<file path="config.mk">
export PLATFORM = sky130hd
export DESIGN_NAME = gf2m_digit_serial_mult_flat
export DESIGN_NICKNAME = d
export VERILOG_FILES = /design/src/rtl/gf2m_pkg.sv /design/src/rtl/gf2m_digit_serial_mult_if.sv /design/src/rtl/gf2m_digit_step.sv /design/src/rtl/gf2m_digit_serial_mult.sv /design/src/flat_wrapper.sv
export SDC_FILE = /design/constraint.sdc
export NUM_CORES = 2
export LEC_CHECK = 0
export CORE_MARGIN = 3
export CORE_UTILIZATION = 61
export DETAILED_ROUTE_END_ITERATION = 16
export PLACE_DENSITY = 0.9
export SLEW_MARGIN = 10
export SYNTH_ARGS = -nofsm -noshare
export SYNTH_HDL_FRONTEND = slang
export SYNTH_SLANG_ARGS = --single-unit
</file>
<file path="constraint.sdc">
create_clock -name clk -period 26.1 [get_ports clk]
set_input_delay 5.22 -clock clk [delete_from_list [all_inputs] [get_ports clk]]
set_output_delay 5.22 -clock clk [all_outputs]
set_load 0.005 [all_outputs]
</file>
<file path="src/rtl/gf2m_pkg.sv">
// Shared constants, helpers and state encoding for the digit-serial GF(2^m) multiplier.
package gf2m_pkg;

  localparam int GF_M = 233;

  // sect233 reduction polynomial without its leading x^233 term: x^74 + 1.
  localparam logic [GF_M-1:0] SECT233_TAIL = GF_M'(1) | (GF_M'(1) << 74);

  typedef enum logic [1:0] {
    ST_IDLE = 2'd0,
    ST_BUSY = 2'd1,
    ST_DONE = 2'd2
  } state_e;

  function automatic int num_digits(input int m, input int d);
    return (m + d - 1) / d;
  endfunction

endpackage

</file>
<file path="src/rtl/gf2m_digit_serial_mult_if.sv">
// Operand/result handshake bundle between the point controller and the field multiplier.
interface gf2m_digit_serial_mult_if #(
  parameter int M = 233
) ();
  logic         in_valid;
  logic         in_ready;
  logic [M-1:0] a;
  logic [M-1:0] b;
  logic         out_valid;
  logic         out_ready;
  logic [M-1:0] c;

  modport master (
    output in_valid, a, b, out_ready,
    input  in_ready, out_valid, c
  );

  modport slave (
    input  in_valid, a, b, out_ready,
    output in_ready, out_valid, c
  );
endinterface

</file>
<file path="src/rtl/gf2m_digit_step.sv">
// One Horner step: acc*x^D + a*digit, reduced by a single fold of the D overflow bits.
module gf2m_digit_step #(
  parameter int           M         = 233,
  parameter int           D         = 8,
  parameter logic [M-1:0] POLY_TAIL = M'(1) | (M'(1) << 74)
) (
  input  logic [M-1:0] i_acc,
  input  logic [M-1:0] i_a,
  input  logic [D-1:0] i_digit,
  output logic [M-1:0] o_acc
);

  logic [M+D-1:0] w_wide;

  // NOTE: both outputs get a full default before the loops so no latch is inferred.
  always_comb begin
    w_wide = {i_acc, {D{1'b0}}};
    for (int j = 0; j < D; j++) begin
      if (i_digit[j]) w_wide = w_wide ^ ((M+D)'(i_a) << j);
    end
    // x^(M+j) == POLY_TAIL*x^j; with D <= M-K the shifted tail never leaves M bits.
    o_acc = w_wide[M-1:0];
    for (int j = 0; j < D; j++) begin
      if (w_wide[M+j]) o_acc = o_acc ^ (POLY_TAIL << j);
    end
  end

endmodule

</file>
<file path="src/rtl/gf2m_digit_serial_mult.sv">
// Digit-serial GF(2^M) multiplier, MSB digit first, with valid/ready on both sides.
module gf2m_digit_serial_mult
  import gf2m_pkg::*;
#(
  parameter int           M         = GF_M,
  parameter int           D         = 8,
  parameter logic [M-1:0] POLY_TAIL = M'(SECT233_TAIL)
) (
  input logic                       clk,
  input logic                       rst,
  gf2m_digit_serial_mult_if.slave   bus
);

  localparam int N  = num_digits(M, D);
  localparam int BW = N * D;
  localparam int CW = (N > 1) ? $clog2(N) : 1;

  state_e          r_state;
  logic [CW-1:0]   r_dcnt;
  logic [M-1:0]    r_acc;
  logic [M-1:0]    r_a;
  logic [BW-1:0]   r_b;
  logic            r_in_ready;
  logic            r_out_valid;
  logic [M-1:0]    w_next_acc;
  logic            w_accept;

  assign w_accept = bus.in_valid && r_in_ready;

  // b is held MSB-aligned so the active digit is always the top D bits.
  gf2m_digit_step #(
    .M         (M),
    .D         (D),
    .POLY_TAIL (POLY_TAIL)
  ) u_step (
    .i_acc   (r_acc),
    .i_a     (r_a),
    .i_digit (r_b[BW-1 -: D]),
    .o_acc   (w_next_acc)
  );

  // NOTE: operand registers carry no reset; they are always loaded on accept before use.
  always_ff @(posedge clk) begin
    if (r_state == ST_IDLE && w_accept) begin
      r_a <= bus.a;
      r_b <= BW'(bus.b);
    end else if (r_state == ST_BUSY) begin
      r_b <= r_b << D;
    end
  end

  // NOTE: all state uses non-blocking assignment so every register sees pre-edge values.
  always_ff @(posedge clk) begin
    if (rst) begin
      r_state     <= ST_IDLE;
      r_dcnt      <= '0;
      r_acc       <= '0;
      r_in_ready  <= 1'b0;
      r_out_valid <= 1'b0;
    end else begin
      case (r_state)
        ST_IDLE: begin
          r_in_ready <= 1'b1;
          if (w_accept) begin
            r_acc      <= '0;
            r_dcnt     <= CW'(N - 1);
            r_in_ready <= 1'b0;
            r_state    <= ST_BUSY;
          end
        end
        ST_BUSY: begin
          r_acc  <= w_next_acc;
          r_dcnt <= r_dcnt - 1'b1;
          if (r_dcnt == '0) begin
            r_out_valid <= 1'b1;
            r_state     <= ST_DONE;
          end
        end
        ST_DONE: begin
          if (bus.out_ready) begin
            r_out_valid <= 1'b0;
            r_in_ready  <= 1'b1;
            r_state     <= ST_IDLE;
          end
        end
        default: begin
          r_in_ready  <= 1'b0;
          r_out_valid <= 1'b0;
          r_state     <= ST_IDLE;
        end
      endcase
    end
  end

  assign bus.in_ready  = r_in_ready;
  assign bus.out_valid = r_out_valid;
  assign bus.c         = r_acc;

endmodule

</file>
<file path="src/flat_wrapper.sv">
// flat-port wrapper written by rule: the top's interface ports become plain ports
module gf2m_digit_serial_mult_flat import gf2m_pkg::*;
#(
  parameter int           M         = GF_M,
  parameter int           D         = 8,
  parameter logic [M-1:0] POLY_TAIL = M'(SECT233_TAIL)
)
  (clk, rst, bus_in_valid, bus_a, bus_b, bus_out_ready, bus_in_ready, bus_out_valid, bus_c);
  gf2m_digit_serial_mult_if #(.M(M)) bus_i ();
  input logic clk;
  input logic rst;
  input wire logic [$bits(bus_i.in_valid)-1:0] bus_in_valid;
  input wire logic [$bits(bus_i.a)-1:0] bus_a;
  input wire logic [$bits(bus_i.b)-1:0] bus_b;
  input wire logic [$bits(bus_i.out_ready)-1:0] bus_out_ready;
  output wire logic [$bits(bus_i.in_ready)-1:0] bus_in_ready;
  output wire logic [$bits(bus_i.out_valid)-1:0] bus_out_valid;
  output wire logic [$bits(bus_i.c)-1:0] bus_c;
  assign bus_i.in_valid = bus_in_valid;
  assign bus_i.a = bus_a;
  assign bus_i.b = bus_b;
  assign bus_i.out_ready = bus_out_ready;
  assign bus_in_ready = bus_i.in_ready;
  assign bus_out_valid = bus_i.out_valid;
  assign bus_c = bus_i.c;
  gf2m_digit_serial_mult #(.M(M), .D(D), .POLY_TAIL(POLY_TAIL)) u_core (.clk(clk), .rst(rst), .bus(bus_i));
endmodule
</file>
==> reports/metrics.yaml <==
fin_util: 0.7273
tns_ns: 0
hold_depth: 2
dp_hpwl_um: 106800
irDropWorstVdd_mv: 0.07113
hold_start: "u_core.bus.c[213]$_SDFFE_PP0P_"
ff2ff_path_depth: 7
wl_per_cell_um: 22.27
p_per_area_nw_per_um2: 83.68
holdBufCountCts: 0
synth_edf_count: 466
htree_levels: 3
ys_seq_elements: 715
setup_slack_ns: 16.72
drive_above_1_share: 0.02388
fmaxAchievable_ghz: 0.1066
critPathArrivalTime_ns: 9.88
yosysMostFrequentCell: "nand2_1"
io_buffer_count: 704
p_clk_frac: 0.233
grt_first_pass_wirelength_um: 261800
grt_max_degree: 191
postCtsSetupBuffers: 0
yosys_warnings: 0
post-route-period-util: 0.3593
max-slew-margin-rel: 0.05744
cts_tree: "built"
p_int_uw: 3291
criticalPathCategory: "input pin to register"
tightest_slew_ns: 1.414
vias: 46040
clkTransAtPathRegs_ns: 0.06
p_leak_uw: 0.02298
final_max_slew_viol_count: 0
r2r_start: "u_core.r_state[0]$_SDFFE_PP0P_"
overflow: 0
dieArea_um2: 89410
hold_violations: 0
yosysTopAreaCell: "edfxtp_1"
skew_ns: 0.03810
drt_iter0_markers: 6786
gp_congestion: 0.9035
pre_cts_slack_ns: 15.98
final_area_um2: 61350
drt-total-wl_um: 171300
grt_pass1_vias: 44930
drc: 0
avgSynthCellArea_um2: 8.374
reg2reg_to: "u_core.r_b[22]$_DFFE_PP_"
area_growth_pct: 17.14
placed_area_um2: 58540
row_count: 106
synth_ff_type: "edfxtp_1"
r2r_slack_ns: 21.36
synthArstFlopShare: 0
vias_per_cell: 5.986
cp-end-kind: "register"
mappedNetlistNets: 6726
syn-cell-area_um2: 52370
core_um2: 84350
clockBufferDepth: 3
post_cts_resized: 0
grt_usage: 0.3721
period_minus_slack_ns: 9.378
cts_root_buf: "clkbuf_16"
ys_top_cells_by_area: "edfxtp_1 27%, nand2_1 20%, xnor2_1 19%"
io-pin-count: 705
dieHeight_um: 299.0
synthCells: 6254
die_x_um: 299.0
synth_top_area_share: 0.2672
seq_power_share: 0.309
worst_ep_required_time_ns: 26.61
firstDrtPassIters: 11
synthTopCellsByCount: "2777 x nand2_1, 1119 x xnor2_1, 466 x edfxtp_1, 397 x clkbuf_1, 275 x xor2_1"
synth-seq-area-share: 0.3624
nets: 6939
clock_latency_ns: 0.65
finalSetupViolations: 0
numCtsBuffers: 80
power_uw: 5134
clock-sinks: 715
maxCapViolations: 0
start_util: 0.6209
fillers: 5697
synth_cell_types: 33
hold_end: "u_core.bus.c[213]$_SDFFE_PP0P_"
startpoint_type: "input pin"
final_antenna_net_count: 0
grt_antenna_before_repair: 31
p_sw_uw: 1843
cp_max_fo: 157
outcome: "completed"
hold_class: "register to register"
p_comb_frac: 0.458
sw_frac_of_total: 0.3589
rsz0062_at_grt: "no"
==> state kept, by name, indices dropped and copies added (netlist names) <==
signal                cells
u_core.bus.out_valid      1
u_core.bus.in_ready       1
u_core.r_dcnt             5
u_core.r_b              240
u_core.r_a              233
u_core.bus.c            233
u_core.r_state            2
==> cell families after synthesis <==
family,synth area share
simple gates,0.2256
buf+inv,0.05160
compound gates,0.02442
xor+xnor,0.3355
fa+ha+maj,0.0004777
flops,0.3624
==> stage by stage <==
stage / hold slack, ns / instances
global route: 0.5171 / 7683
floorplan: 0.4442 / 6254
detailed placement: 0.4818 / 7519
global placement: 0.4617 / 7519
CTS: 0.4891 / 7668
finish: 0.4902 / 7691
==> how the worst max path moves through the flow <==
stage,from,to
floorplan,bus_in_valid,u_core.r_a[0]$_DFFE_PP_
global placement,bus_in_valid,u_core.r_b[7]$_SDFFCE_PN0P_
detailed placement,bus_in_valid,u_core.r_b[22]$_DFFE_PP_
CTS,bus_in_valid,u_core.r_b[22]$_DFFE_PP_
global route,bus_in_valid,u_core.r_b[32]$_DFFE_PP_
finish,bus_in_valid,u_core.r_b[22]$_DFFE_PP_
==> worst max-delay path, cell delays in order <==
cell,delay [ns]
clkdlybuf4s50_1,0.47
nand2_1,0.06
or3_4,0.52
inv_8,0.69
buf_12,0.48
buf_4,0.95
buf_4,0.86
nand2_1,0.18
nand2_1,0.12
==> power by group through the flow <==
stage | sequential [uW] | clock (uW) | combinational [uW]
after CTS | 1570 | 1200 | 2320
after detailed placement | 1590 | 0 | 2290
after floorplan | 1460 | 0 | 1900
final | 1590 | 1200 | 2350
after global placement | 1590 | 0 | 2220
after global routing | 1590 | 1250 | 2510
==> layout make-up <==
class	count	area (um2)	share of cell area
sequential	715	19000	0.3098
timing repair buffer	730	7371	0.1202
tap	1134	1419	0.02313
inverter	6	37.54	0.0006119
clock buffer	105	2167	0.03533
multi-input combinational	4934	30710	0.5006
clock inverter	44	579.3	0.009443
antenna	23	57.56	0.0009382
==> placed cells by master (no fill, tap or decap), types with 5 or more instances in the layout <==
master,count
a21oi_1,231
a22oi_1,7
and2_1,8
buf_12,10
buf_4,16
bufinv_16,9
clkbuf_1,19
clkbuf_16,81
clkbuf_8,6
clkdlybuf4s50_1,703
clkinv_1,13
clkinv_2,12
dfxtp_1,242
dfxtp_4,7
diode_2,23
edfxtp_1,466
nand2_1,2777
nand3_1,227
nor2_1,21
nor3_1,5
xnor2_1,1119
xnor3_1,237
xor2_1,275
==> metal layers <==
metal  track usage  part of all wire  up-vias
met4        0.2289             0.074       14
met3        0.1216              0.14      858
met2        0.5799              0.45     3669
met1        0.4482              0.33    21540
met5             0           0.00055        -
li1              -                 -    19960
Note: power is estimated with default switching activity, not from simulation.
